[src/rtl/stopwatch_pkg.sv]
// stopwatch_pkg: state encoding, BCD constants, divider sizing and BCD digit increment for stopwatch_core
package stopwatch_pkg;
  typedef enum logic [1:0] {IDLE = 2'd0, RUN = 2'd1, PAUSED = 2'd2} state_t;
  localparam logic [3:0] BCD_NINE = 4'd9;
  function automatic int calc_div(input int clk_hz, input int tick_hz);
    return clk_hz / tick_hz;
  endfunction
  function automatic int presc_width(input int clk_hz, input int tick_hz);
    return $clog2(calc_div(clk_hz, tick_hz));
  endfunction
  function automatic logic [4:0] bcd_digit_inc(input logic [3:0] d, input logic cin);
    return (cin && d == BCD_NINE) ? 5'b1_0000 : {1'b0, d + {3'd0, cin}};
  endfunction
endpackage

[src/rtl/stopwatch_if.sv]
// stopwatch_if: raw buttons in (btn_start_stop, btn_clear), status out (running, tick, bcd_count, overflow)
interface stopwatch_if #(parameter int DIGITS = 4);
  logic btn_start_stop;
  logic btn_clear;
  logic running;
  logic tick;
  logic [4*DIGITS-1:0] bcd_count;
  logic overflow;
  modport master (output btn_start_stop, btn_clear, input running, tick, bcd_count, overflow);
  modport slave (input btn_start_stop, btn_clear, output running, tick, bcd_count, overflow);
endinterface

[src/rtl/button_conditioner.sv]
// button_conditioner: raw button -> 2-flop sync -> debounce -> one-cycle press pulse (clk, rst_n, raw in; press out)
module button_conditioner #(
  parameter int DEBOUNCE_CYCLES = 1000000
) (
  input  logic clk,
  input  logic rst_n,
  input  logic raw,
  output logic press
);
  localparam int CW = $clog2(DEBOUNCE_CYCLES);
  localparam logic [CW-1:0] CNT_MAX = CW'(DEBOUNCE_CYCLES - 1);
  logic [1:0] sync;
  logic level;
  logic level_q;
  logic [CW-1:0] cnt;
  logic diff;
  assign diff = sync[1] != level;
  always_ff @(posedge clk or negedge rst_n) begin
    if (!rst_n) begin
      sync <= '0;
      level <= 1'b0;
      level_q <= 1'b0;
      cnt <= '0;
      press <= 1'b0;
    end else begin
      sync <= {sync[0], raw};
      cnt <= (diff && cnt != CNT_MAX) ? cnt + 1'b1 : '0;
      level <= level ^ (diff && cnt == CNT_MAX);
      level_q <= level;
      press <= level && !level_q;
    end
  end
endmodule

[src/rtl/stopwatch_core.sv]
// stopwatch_core: button conditioning, tick prescaler, IDLE/RUN/PAUSED FSM and BCD counter (input_clock, input_reset_n, stopwatch_if.slave sw)
module stopwatch_core
  import stopwatch_pkg::*;
#(
  parameter int CLK_HZ = 50000000,
  parameter int TICK_HZ = 100,
  parameter int DEBOUNCE_CYCLES = 1000000,
  parameter int DIGITS = 4
) (
  input  logic input_clock,
  input  logic input_reset_n,
  stopwatch_if.slave sw
);
  localparam int DIV = calc_div(CLK_HZ, TICK_HZ);
  localparam int PW = presc_width(CLK_HZ, TICK_HZ);
  localparam int W = 4 * DIGITS;
  localparam logic [PW-1:0] PRESC_MAX = PW'(DIV - 1);
  state_t state;
  state_t state_n;
  logic [PW-1:0] presc;
  logic [W-1:0] count;
  logic [W-1:0] count_inc;
  logic count_wrap;
  logic running;
  logic tick;
  logic overflow;
  logic ss_press;
  logic clr_press;
  logic wrap_edge;
  logic clear;
  button_conditioner #(.DEBOUNCE_CYCLES(DEBOUNCE_CYCLES)) u_start_stop (
    .clk(input_clock), .rst_n(input_reset_n), .raw(sw.btn_start_stop), .press(ss_press)
  );
  button_conditioner #(.DEBOUNCE_CYCLES(DEBOUNCE_CYCLES)) u_clear (
    .clk(input_clock), .rst_n(input_reset_n), .raw(sw.btn_clear), .press(clr_press)
  );
  assign wrap_edge = state == RUN && presc == PRESC_MAX;
  assign clear = state == PAUSED && clr_press;
  always_comb begin
    state_n = state == RUN    ? (ss_press ? PAUSED : RUN) :
              state == PAUSED ? (clr_press ? IDLE : ss_press ? RUN : PAUSED) :
                                (ss_press ? RUN : IDLE);
  end
  always_comb begin
    count_wrap = 1'b1;
    count_inc = '0;
    for (int i = 0; i < DIGITS; i++)
      {count_wrap, count_inc[4*i +: 4]} = bcd_digit_inc(count[4*i +: 4], count_wrap);
  end
  always_ff @(posedge input_clock or negedge input_reset_n) begin
    if (!input_reset_n) begin
      state <= IDLE;
      presc <= '0;
      count <= '0;
      running <= 1'b0;
      tick <= 1'b0;
      overflow <= 1'b0;
    end else begin
      state <= state_n;
      presc <= (state == IDLE && ss_press) || wrap_edge ? '0 :
               state == RUN ? presc + 1'b1 : presc;
      count <= clear ? '0 : wrap_edge ? count_inc : count;
      overflow <= !clear && (overflow || (wrap_edge && count_wrap));
      tick <= wrap_edge;
      running <= state == RUN;
    end
  end
  assign sw.running = running;
  assign sw.tick = tick;
  assign sw.bcd_count = count;
  assign sw.overflow = overflow;
endmodule

[src/flat_wrapper.sv]
// flat-port wrapper written by rule: the top's interface ports become plain ports
module stopwatch_core_flat import stopwatch_pkg::*;
#(
  parameter int CLK_HZ = 50000000,
  parameter int TICK_HZ = 100,
  parameter int DEBOUNCE_CYCLES = 1000000,
  parameter int DIGITS = 4
)
  (input_clock, input_reset_n, sw_btn_start_stop, sw_btn_clear, sw_running, sw_tick, sw_bcd_count, sw_overflow);
  stopwatch_if #(.DIGITS(DIGITS)) sw_i ();
  input  logic input_clock;
  input  logic input_reset_n;
  input wire logic [$bits(sw_i.btn_start_stop)-1:0] sw_btn_start_stop;
  input wire logic [$bits(sw_i.btn_clear)-1:0] sw_btn_clear;
  output wire logic [$bits(sw_i.running)-1:0] sw_running;
  output wire logic [$bits(sw_i.tick)-1:0] sw_tick;
  output wire logic [$bits(sw_i.bcd_count)-1:0] sw_bcd_count;
  output wire logic [$bits(sw_i.overflow)-1:0] sw_overflow;
  assign sw_i.btn_start_stop = sw_btn_start_stop;
  assign sw_i.btn_clear = sw_btn_clear;
  assign sw_running = sw_i.running;
  assign sw_tick = sw_i.tick;
  assign sw_bcd_count = sw_i.bcd_count;
  assign sw_overflow = sw_i.overflow;
  stopwatch_core #(.CLK_HZ(CLK_HZ), .TICK_HZ(TICK_HZ), .DEBOUNCE_CYCLES(DEBOUNCE_CYCLES), .DIGITS(DIGITS)) u_core (.input_clock(input_clock), .input_reset_n(input_reset_n), .sw(sw_i));
endmodule
[config.mk]
export PLATFORM = sky130hd
export DESIGN_NAME = stopwatch_core_flat
export DESIGN_NICKNAME = d
export VERILOG_FILES = /design/src/rtl/stopwatch_pkg.sv /design/src/rtl/stopwatch_if.sv /design/src/rtl/button_conditioner.sv /design/src/rtl/stopwatch_core.sv /design/src/flat_wrapper.sv
export SDC_FILE = /design/constraint.sdc
export NUM_CORES = 1
export LEC_CHECK = 0
export ABC_AREA = 0
export CORE_UTILIZATION = 50
export CTS_BUF_LIST = sky130_fd_sc_hd__clkbuf_8
export DETAILED_ROUTE_END_ITERATION = 8
export GPL_ROUTABILITY_DRIVEN = 0
export PLACE_DENSITY_LB_ADDON = 0.2
export SLEW_MARGIN = 20
export SYNTH_ARGS = -nofsm -noshare
export SYNTH_HDL_FRONTEND = slang
export SYNTH_HIERARCHICAL = 1
export SYNTH_SLANG_ARGS = --single-unit
[constraint.sdc]
create_clock -name input_clock -period 2.1 [get_ports input_clock]
set_input_delay 0.21 -clock input_clock [delete_from_list [all_inputs] [get_ports input_clock]]
set_output_delay 0.21 -clock input_clock [all_outputs]
set_load 0.005 [all_outputs]
==> Yosys cells after proc, flatten, opt, wreduce, memory -nomap -nowiden <==
Index checks and enable logic that the tools add are counted.
{ "classes": {"bitwise": 2, "n_eq_ne": 13, "mux": 16, "addsub": 7, "n_reduce_logical": 22} }
{ "ops": {"columns": ["operator", "count"], "rows": [
  ["$add A20 B1 Y20 const B", 2],
  ["$eq A20 B20 Y1 const B", 2],
  ["$mux W20", 2],
  ["$ne A20 B20 Y1 const B", 2],
  ["$mux W19", 2],
  ["$mux W16", 2],
  ["$mux W5", 4],
  ["$add A19 B1 Y19 const B", 1],
  ["$eq A19 B19 Y1 const B", 1],
  ["$eq A4 B4 Y1 const B", 4],
  ["$logic_and A1 B1 Y1", 14],
  ["$add A4 B1 Y4", 3],
  ["$mux W2", 5],
  ["$add A4 B1 Y4 const B", 1],
  ["$reduce_bool A2 Y1", 2],
  ["$logic_not A1 Y1", 3],
  ["$eq A2 B1 Y1 const B", 1],
  ["$eq A2 B2 Y1 const B", 1],
  ["$logic_not A2 Y1", 1],
  ["$logic_or A1 B1 Y1", 2],
  ["$ne A1 B1 Y1", 2],
  ["$xor A1 B1 Y1", 2],
  ["$mux W1", 1]
]} }
{ "totals": {"register_bits": 90, "output_inout_bits": 19, "inputBits": 4} }

==> Logic depth before layout (Yosys ltp) <==
Gate-level depths: netlist (run 1).
{ "depth": {"depth_word": 11, "ltp_mapped": 11, "depth_no_buf": 10} }

==> Modules after synthesis <==
The synthesis (run 1) kept the hierarchy.
{ "by_module_without_submodules": {"columns": ["module", "cells_per_inst", "n_inst", "area_per_inst_um2"], "rows": [
  ["stopwatch_core", 234, 1, 2269.7],
  ["button_conditioner at u_core.u_clear", 108, 1, 1201.2],
  ["button_conditioner at u_core.u_start_stop", 110, 1, 1163.6]
]} }

==> Worst setup path before layout (run 1) <==
Ideal clock, no wire load.
{ "synth_timing": {"kind": "input to register", "startpoint": "input port u_core.sw.bcd_count[1]", "endpoint": "register u_core.count[15] (netlist: u_core/sw.bcd_count[15])", "n_path_buf": 1, "t_arrival_ns": 1.803, "setup_slack_ns": 0.219, "required_time_ns": 2.022, "setup_ns": 0.078, "cell_stages": 12, "path_cell_list": "dfrtp_1 inv_1 ha_1 and3b_1 clkbuf_1 nand3_1 inv_1 ha_1 nand3_1 nor4_1 a32oi_1 a21oi_1"} }
{ "synth_between": {"elab_chain_cells": 10} }
{ "synth_rtl": {"columns": ["item", "line", "rtl"], "rows": [
  ["start: declaration", "stopwatch_if.sv:10", "modport slave (input btn_start_stop, btn_clear, output running, tick, bcd_count, overflow);"],
  ["$eq A4 B4 Y1 *", "stopwatch_pkg.sv:12", "return (cin && d == BCD_NINE) ? 5'b1_0000 : {1'b0, d + {3'd0, cin}};"],
  ["$mux W5 *", "stopwatch_pkg.sv:12", null],
  ["$logic_and A1 B1 Y1 *", "stopwatch_pkg.sv:12", null],
  ["$mux W5 *", "stopwatch_pkg.sv:12", null],
  ["$logic_and A1 B1 Y1 *", "stopwatch_pkg.sv:12", null],
  ["$mux W5 *", "stopwatch_pkg.sv:12", null],
  ["$add A4 B1 Y4 / $logic_and A1 B1 Y1 (equally long branches)", "stopwatch_pkg.sv:12", null],
  ["$mux W5 *", "stopwatch_pkg.sv:12", null],
  ["$mux W16 * (2 in a row)", "stopwatch_core.sv:62", "count <= clear ? '0 : wrap_edge ? count_inc : count;"],
  ["end signal: assignment", "stopwatch_core.sv:62", null],
  ["end: declaration", "stopwatch_core.sv:21", "logic [W-1:0] count;"]
]} }
Every way passes the cells marked *; elsewhere a longest branch is shown, timed or not. The select of a mux whose other input is x is not followed.
A chain may end at the register's enable or synchronous reset.

==> results.cfg, run 1 <==
[sta]
relSlewSlack_pct = 61.8
worst_slew_pin_slew_ns = 0.573
setup_viol = 0
tns_ns = 0
min_period_ns = 1.91
hold_viol = 0
drv_slew = 0
fin_skew_ns = 0.0120
grt_setup_unrepaired = no
period_share_pct = 91.0
fmax_mhz = 523

[worst_setup_path]
path_delay_family = simple AND/OR/NAND/NOR gates
cp-start-kind = flip-flop
endpoint_kind = flip-flop
crit_path_top_delay_cell = or4_4
crit_required_ns = 2.34
cp_max_fo = 5
path_cells = nor4b_1 > nand2_2 > or4_4 > mux2_4
critPathMaxStageDelay_ns = 0.53
worstPathArrival_ns = 2.15
crit_type = reg2reg
path_buf_inv = 0

[detailed_routing]
wl_per_cell_um = 15.4
drt_iter0_drc = 91
vias = 3490
ant_nets = 0
drt_wl_total_um = 9270
route.detailed.drc = 1
drtPass1Iterations = 9
via_per_inst = 5.81

[run]
drv_cap = 0

[floorplanning]
die_area_um2 = 9660
initial_core_util_pct = 52.4
fp-row-count = 34
core_um2 = 8850
die_h_um = 98.3
die_w_um = 98.3
boundaryPins = 23

[synth]
ys_warn_count = 6
avgSynthCellArea_um2 = 10.3
async_reset_ff_share_pct = 100
syn_area_um2 = 4630
postSynth.topFlopCell = dfrtp_1
synth_top_area_cell = dfrtp_1
synthCells = 452
ys_top_cells_by_area = dfrtp_1 (49%), xor2_1 (4.3%), nor2_1 (3.4%)
ys_seq_elements = 90
synth_edf_count = 0
syn_nets = 467
seq_area_frac_synth_pct = 48.6
synth.distinct_cells = 56
yosys.area.top_type_share_pct = 48.6

[status]
status = finished with violations
violations = design-rule violations

[global_route]
grt_pass1_vias = 3526
gr-usage-all-layers_pct = 21.2
antenna_found_initial = 0
grt_max_degree = 45
grt_pass1_wl_um = 16600
grt-ovfl-total = 0

[layout]
insertedDiodeCount = 0
drive_above_1_share_pct = 12.0
area_growth_pct = 13.5
layout_commonest_cell = dfrtp_1
fin_cells = 601
num-fill-cells = 770
mostFrequentLayoutCells = dfrtp_1 (90), nor2_1 (42), nand2_1 (31)
nets = 503

[cts]
cts.clk_slew.worst_paths_ns = 0.10
cts_tree = done
post-cts-setup-buffer-count = 0
cts_num_sinks = 90
clockBufferDepth = 2
h-tree-depth = 3
root_buffer = clkbuf_8
cts_made_buffers = 9
clkLatencyLatePin_ns = 0.36

[place]
io_buffer_count = 22
dpl.hpwl_um = 6420
dpl.cell_count = 584

[min_path]
hp-class = in2reg

[power_and_ir_drop]
powerDensity_nw_per_um2 = 557
netSwitchingFraction_pct = 23.6
p_clk_share_pct = 37.2
ir_drop_mv = 0.280
p_leak_nw = 2.27
pwr-share-comb_pct = 2.9
power_frac_seq_pct = 60.0
internal-power_mw = 2.24
p_switching_mw = 0.692
## kinds of logic after synthesis
kind of cell	after synthesis	synth area share, %
and+or+nand+nor	212	27.4
buffers and inverters	26	2.73
AOI/OAI and AO/OA	67	9.29
muxes	7	1.65
xor gates and xnor gates	39	7.37
DFF	90	48.6
adders and majority gates	11	2.97
## cells in the mapped netlist, types with 3 or more instances
| library cell | count |
|---|---|
| xnor2_1 | 16 |
| clkbuf_1 | 5 |
| a21oi_1 | 26 |
| nand2_1 | 31 |
| nor4b_1 | 3 |
| inv_1 | 11 |
| o21ai_0 | 11 |
| ha_1 | 11 |
| nor2b_1 | 3 |
| mux2i_1 | 5 |
| nor3_1 | 8 |
| or3_1 | 13 |
| nor4bb_1 | 4 |
| buf_4 | 4 |
| nand4_1 | 18 |
| and4_1 | 8 |
| nor4_1 | 7 |
| nand3_1 | 24 |
| buf_2 | 5 |
| and3_1 | 9 |
| o21ai_1 | 9 |
| o31ai_1 | 9 |
| dfrtp_1 | 90 |
| and2_1 | 4 |
| xor2_1 | 23 |
| nor2_1 | 42 |
| or4_1 | 9 |
| or4_4 | 3 |
| and4b_1 | 3 |
## state kept, by name (all words and copies together), names as in the netlist, named ones only
| register | flops |
|---|---|
| u_core/u_start_stop/cnt | 20 |
| u_core/sw.running | 1 |
| u_core/u_clear/press | 1 |
| u_core/u_start_stop/press | 1 |
| u_core/u_start_stop/sync | 2 |
| u_core/sw.bcd_count | 16 |
| u_core/u_clear/level_q | 1 |
| u_core/sw.tick | 1 |
| u_core/u_clear/cnt | 20 |
| u_core/presc | 19 |
| u_core/sw.overflow | 1 |
| u_core/state | 2 |
| u_core/u_clear/sync | 2 |
| u_core/u_start_stop/level_q | 1 |
## per-stage QoR
step | total power [mW] | utilization [%] | cell area, um2 | setup WS (ns) | hold WS (ns)
2_1_floorplan | 1.82 | - | 4630 | 0.219 | -0.0856
3_3_place_gp | 1.87 | 57.0 | 5040 | 0.235 | 0.240
3_5_place_dp | 1.88 | 57.0 | 5040 | 0.154 | 0.242
4_1_cts | 2.98 | 59.1 | 5230 | 0.142 | 0.281
5_1_grt | 3.07 | 59.4 | 5260 | 0.0323 | 0.294
6_report | 2.93 | 59.4 | 5260 | 0.190 | 0.295
## path summary, 6_finish.rpt
| path | startpoint | end | slack, ns | cells after the start |
|---|---|---|---|---|
| worst max register to register | u_core/u_clear/cnt[13] | flip-flop | 0.19 | 4 |
| min in group asynchronous | input_reset_n | u_core/presc[15] | 0.37 | 2 |
| worst min register to register | u_core/u_start_stop/sync[0] | u_core/u_start_stop/sync[1] | 0.35 | 0 |
| max in group asynchronous | input_reset_n | u_core/u_clear/cnt[11] | 1.12 | 3 |
| worst max-delay path | u_core/u_clear/cnt[13] | flip-flop | 0.19 | 4 |
| worst min-delay path | sw_btn_start_stop | u_core/u_start_stop/sync[0] | 0.29 | 1 |
## power groups by stage
stage / registers (mW) / clock network, mW / logic (mW)
2_1_floorplan: 1.79 / 0 / 0.0285
3_3_place_gp: 1.79 / 0 / 0.0852
3_5_place_dp: 1.79 / 0 / 0.0861
4_1_cts: 1.76 / 1.14 / 0.0882
5_1_grt: 1.76 / 1.21 / 0.0983
6_report: 1.76 / 1.09 / 0.0843
## layer usage
layer	GRT usage (%)	share of wire, %	wire length, um	up-vias
met5	0	0	0	-
met4	8.61	1.5	140	0
met3	3.08	2.1	195	12
met2	34.2	47	4370	52
met1	28.9	49	4560	1708
li1	-	-	-	1718
## cell type report
| cell class | count | area (um2) | share of cell area, % |
|---|---|---|---|
| multi-input cells | 336 | 2280 | 43.4 |
| flip-flops and latches | 90 | 2250 | 42.8 |
| repair buffers | 40 | 368 | 7.00 |
| clock buffers | 10 | 138 | 2.62 |
| well taps | 108 | 135 | 2.57 |
| clock inverters | 6 | 41.3 | 0.785 |
| inverters | 11 | 41.3 | 0.785 |
## what timing repair did
action                                  in CTS  in global routing
gates resized for setup                      0                  5
endpoints found under the setup margin       0                  2
hold endpoints to repair                    41                  0
hold buffers                                 1                  0
Power figures use the tool's default switching activity.
==> run 2, diff against run 1 <==
Settings changed: SYNTH_HIERARCHICAL 1 to unset.
==> results.cfg, run 2 <==
[status]
status = finished with violations
violations = design-rule violations

[detailed_routing]
drtPass1Iterations = 8
via_per_inst = 5.86
wl_per_cell_um = 15.0
drt_iter0_drc = 126
ant_nets = 0
vias = 3590
drt_wl_total_um = 9180
route.detailed.drc = 2

[layout]
num-fill-cells = 737
mostFrequentLayoutCells = dfrtp_1 (90), nor2_1 (42), a21oi_1 (30)
area_growth_pct = 13.4
nets = 516
insertedDiodeCount = 0
reg_top3 = u_core.u_clear.cnt: 20 flops, u_core.u_start_stop.cnt: 20 flops, u_core.presc: 19 flops
stdcell_area_um2 = 5260
drive_above_1_share_pct = 11.9
layout_commonest_cell = dfrtp_1
fin_cells = 613

[floorplanning]
die_h_um = 98.3
die_area_um2 = 9660
initial_core_util_pct = 52.4
fp-row-count = 34
core_um2 = 8850
boundaryPins = 23
die_w_um = 98.3

[sta]
fmax_mhz = 525
hold_slack_ns = 0.302
min_period_ns = 1.90
setup_viol = 0
worst_slew_pin_slew_ns = 0.529
hold_viol = 0
drv_slew = 0
period_share_pct = 90.6
tns_ns = 0
relSlewSlack_pct = 64.3
grt_setup_unrepaired = no
fin_skew_ns = 0.0130

[synth]
yosys.area_share.simple_pct = 26.9
syn_nets = 477
ys_seq_elements = 90
yosys.cell_count.top_type = dfrtp_1
syn_area_um2 = 4640
muxShareOfSynthArea_pct = 0.486
synthCells = 462
synth_xor_area_share_pct = 6.99
synth_top_area_cell = dfrtp_1
ys_top_cells_by_area = dfrtp_1 (49%), xor2_1 (3.8%), nor2_1 (3.4%)
synth_edf_count = 0
postSynth.topFlopCell = dfrtp_1
async_reset_ff_share_pct = 100
ys_warn_count = 0
avgSynthCellArea_um2 = 10.0
yosys.area.top_type_share_pct = 48.6
synth_fa_ha_area_share_pct = 2.97
seq_area_frac_synth_pct = 48.6
synth_compound_area_share_pct = 10.9
ys_top_cells_by_count = dfrtp_1 (90), nor2_1 (42), a21oi_1 (30)
synth_top_family_by_area = simple AND/OR/NAND/NOR gates
synth.distinct_cells = 56

[global_route]
grt_max_degree = 48
grt_pass1_vias = 3488
met2_usage_pct = 34.1
antenna_found_initial = 0
grtUsageMet1_pct = 27.6
use_met3_pct = 2.86
grt.busiest_layer = met2
gr-usage-all-layers_pct = 20.6
grt-ovfl-total = 0
grt_pass1_wl_um = 16100

[run]
drv_cap = 0

[worst_setup_path]
cp_max_fo = 6
crit_required_ns = 2.36
crit_type = reg2reg
endpoint_kind = flip-flop
worstPathArrival_ns = 2.17
cp-start-kind = flip-flop

[cts]
h-tree-depth = 3
cts_num_sinks = 90
cts.clk_slew.worst_paths_ns = 0.08
root_buffer = clkbuf_8
cts_made_buffers = 9
clockBufferDepth = 2
cts_tree = done
clkLatencyLatePin_ns = 0.35

[place]
dpl-instance-area_um2 = 5060
dpl.cell_count = 596
dpl.hpwl_um = 6380
io_buffer_count = 22

[power_and_ir_drop]
internal-power_mw = 2.25
pwr-share-comb_pct = 2.8
netSwitchingFraction_pct = 22.1
p_clk_share_pct = 36.3
powerDensity_nw_per_um2 = 549
p_leak_nw = 2.27
power_frac_seq_pct = 60.8
ir_drop_mv = 0.353
p_switching_mw = 0.639
p_total_mw = 2.89

[min_path]
hp-class = in2reg
-- run 2: cell types whose count changed in the layout (fill, tap and decap cells not counted), moves of 5 or more --
cell | before | now
o21ai_0 | 11 | 28
o21ai_1 | 9 | 0
buf_4 | 17 | 24
mux2i_1 | 5 | 0
o31ai_1 | 9 | 4
-- run 2: power by group through the flow --
stage          Combinational (mW)  Sequential, mW  Clock, mW
2_1_floorplan              0.0264            1.79          0
3_3_place_gp               0.0824            1.79          0
3_5_place_dp               0.0845            1.79          0
4_1_cts                    0.0866            1.76       1.09
5_1_grt                    0.0959            1.76       1.15
6_report                   0.0821            1.76       1.05
-- run 2: kinds of logic (layout without fill, tap and decap cells) --
| family | Yosys count | count (layout) |
|---|---|---|
| AOI/OAI and AO/OA | 84 | 84 |
| xor gates and xnor gates | 37 | 37 |
| adders and majority gates | 11 | 11 |
| buffers and inverters | 28 | 71 |
| DFF | 90 | 90 |
| muxes | 2 | 2 |
| and+or+nand+nor | 210 | 210 |
-- run 2: final timing paths --
check                                            startpoint  slack (ns)                          end  depth (start not counted)
worst max-delay path                 u_core.sw.bcd_count[0]        0.20       u_core.sw.bcd_count[7]                          7
worst min-delay path                      sw_btn_start_stop        0.30  u_core.u_start_stop.sync[0]                          1
worst max register to register       u_core.sw.bcd_count[0]        0.20       u_core.sw.bcd_count[7]                          7
worst min register to register  u_core.u_start_stop.sync[0]        0.36  u_core.u_start_stop.sync[1]                          0
max in group asynchronous                     input_reset_n        1.22   u_core.u_start_stop.cnt[3]                          3
min in group asynchronous                     input_reset_n        0.31       u_core.sw.bcd_count[6]                          2
-- run 2: critical path, cell delays in order (launching register included) --
cell       delay (ns)
dfrtp_1          0.44
ha_1             0.22
and3b_2          0.25
buf_4            0.15
ha_1             0.19
and3_1           0.20
o2111ai_1        0.16
nor3b_1          0.21
-- run 2: final cells by class --
class	count	area (um2)	share of cell area [%]
tap	108	135	2.57
clock buffer	11	151	2.88
multi-input combinational	344	2250	42.7
timing repair buffer	47	420	7.99
inverter	9	33.8	0.642
clock inverter	4	20.0	0.381
sequential	90	2250	42.8
-- run 2: routing by layer --
metal  wire length, um  vias to the layer above
met5                 0                        -
met3               235                       15
met2              4370                       52
li1                  -                     1768
met1              4410                     1755
met4               163                        0
-- run 2: timing repair --
action | CTS | global route
gates resized for setup | 0 | 3
hold buffers | 1 | 0
setup endpoints to repair | 0 | 3
setup buffers | 0 | 1
hold endpoints to repair | 25 | 0
-- run 2: through the flow --
step	setup slack [ns]	utilization (%)
after detailed placement	0.132	57.2
after global routing	0.0300	59.4
after CTS	0.113	59.3
final	0.197	59.4
after floorplan	0.184	-
after global placement	0.210	57.2
==> run 3, diff against run 2 <==
Settings changed: CORE_MARGIN set to 2.
==> results.cfg, run 3 (synthesized netlist as in run 2, its figures left out) <==
[power_and_ir_drop]
p_leak_nw = 2.29
ir_drop_mv = 0.391
p_total_mw = 3.08
powerDensity_nw_per_um2 = 580

[floorplanning]
fp-row-count = 35
boundaryPins = 23
die_h_um = 100
die_w_um = 100
core_um2 = 9110
initial_core_util_pct = 50.9
die_area_um2 = 10100

[layout]
fin_util_pct = 58.2
drive_above_1_share_pct = 12.1
stdcell_area_um2 = 5300
nets = 516
mostFrequentLayoutCells = dfrtp_1 (90), nor2_1 (42), a21oi_1 (30)
area_growth_pct = 14.4
insertedDiodeCount = 0
reg_top3 = u_core.u_clear.cnt: 20 flops, u_core.u_start_stop.cnt: 20 flops, u_core.presc: 19 flops
layout_commonest_cell = dfrtp_1

[global_route]
gr-usage-all-layers_pct = 19.3
grt_pass1_vias = 3408
grt_max_degree = 38
grtUsageMet1_pct = 26.6
grt.busiest_layer = met2
grt_pass1_wl_um = 15900
antenna_found_initial = 0
met2_usage_pct = 31.8
use_met3_pct = 3.55
grt-ovfl-total = 0

[sta]
hold_viol = 0
period_share_pct = 91.3
worst_slew_pin_slew_ns = 0.496
fin_skew_ns = 0.0150
drv_slew = 0
fmax_mhz = 522
setup_viol = 0
hold_slack_ns = 0.304
min_period_ns = 1.92
relSlewSlack_pct = 66.9

[place]
dpl-instance-area_um2 = 5070
io_buffer_count = 22
dpl.hpwl_um = 6290

[detailed_routing]
drt_iter0_drc = 86
vias = 3631
wl_per_cell_um = 14.8
drt_wl_total_um = 9100
drtPass1Iterations = 4
route.detailed.drc = 0
ant_nets = 0
via_per_inst = 5.88

[worst_setup_path]
worstPathArrival_ns = 2.15
endpoint_kind = flip-flop
crit_path_top_delay_cell = dfrtp_1
cpMostUsedCell = nand3_1
cp_max_fo = 5
crit_type = reg2reg
cp-start-kind = flip-flop
crit_required_ns = 2.33
critPathMaxStageDelay_ns = 0.43
path_cells = nor4bb_1 > buf_4 > nand3_1 > inv_1 > ha_1 > nand3_1 > and2_1 > a32oi_1 > a21oi_1

[cts]
clkLatencyLatePin_ns = 0.35
cts_made_buffers = 9
post-cts-setup-buffer-count = 0
cts_num_sinks = 90
cts_tree = done
cts.clk_slew.worst_paths_ns = 0.10
root_buffer = clkbuf_8
clockBufferDepth = 2
h-tree-depth = 3

[status]
status = completed

[run]
drv_cap = 0

[min_path]
hp-class = in2reg
[run 3: changes by cell type in the layout (fill, tap and decap cells not counted), sizes merged]
cell,change
clkinv,+2
bufinv,+1
clkinvlp,-1
inv,-1
[run 3: final timing paths]
check	start	end	slack, ns	cells past startpoint
min in group asynchronous	input_reset_n	u_core.presc[9]	0.36	2
worst max register to register	u_core.sw.bcd_count[9]	u_core.sw.bcd_count[15]	0.18	9
max in group asynchronous	input_reset_n	u_core.u_start_stop.cnt[4]	1.09	3
worst max-delay path	u_core.sw.bcd_count[9]	u_core.sw.bcd_count[15]	0.18	9
worst min-delay path	sw_btn_start_stop	u_core.u_start_stop.sync[0]	0.30	1
worst min register to register	u_core.u_clear.sync[0]	u_core.u_clear.sync[1]	0.35	0
[run 3: layout make-up]
| class | instances | area, um2 |
|---|---|---|
| Clock buffer | 11 | 151 |
| Sequential cell | 90 | 2250 |
| Inverter | 9 | 33.8 |
| Clock inverter | 5 | 61.3 |
| Multi-Input combinational cell | 344 | 2240 |
| Fill cell | 795 | 3810 |
| Timing Repair Buffer | 47 | 420 |
| Tap cell | 111 | 139 |
[run 3: power breakdown]
group	internal, mW	switching (mW)	leakage [nW]	total, mW
Combinational	0.0266	0.0550	0.937	0.0816
Sequential	1.74	0.0118	1.24	1.76
Clock	0.622	0.618	0.110	1.24
Total	2.39	0.684	2.29	3.08
[run 3: routing by layer]
layer	up-vias	wire length, um	part of all wire (%)
met5	-	0	0
met4	0	78	0.86
met3	5	246	2.7
met2	55	4400	48
met1	1793	4380	48
li1	1778	-	-
[run 3: repair_timing]
action,4_1_cts,5_1_grt
endpoints found under the hold margin,35,0
hold buffers,1,0
resized for setup,0,1
setup endpoints to repair,0,3
[run 3: critical path: cells and delay by family (launching register included)]
family | cells | cell delay (ns)
AO/OA/AOI/OAI | 2 | 0.23
buffers and inverters | 2 | 0.30
flip-flops | 1 | 0.43
adder cells (fa/ha/maj) | 1 | 0.18
AND/OR/NAND/NOR | 4 | 0.66
[run 3: stage by stage]
step	setup slack, ns	cells	TNS (ns)
floorplan	0.184	462	0
global placement	0.219	600	0
detailed placement	0.171	600	0
CTS	0.155	617	0
global route	-0.0164	617	-0.0218
finish	0.183	617	0
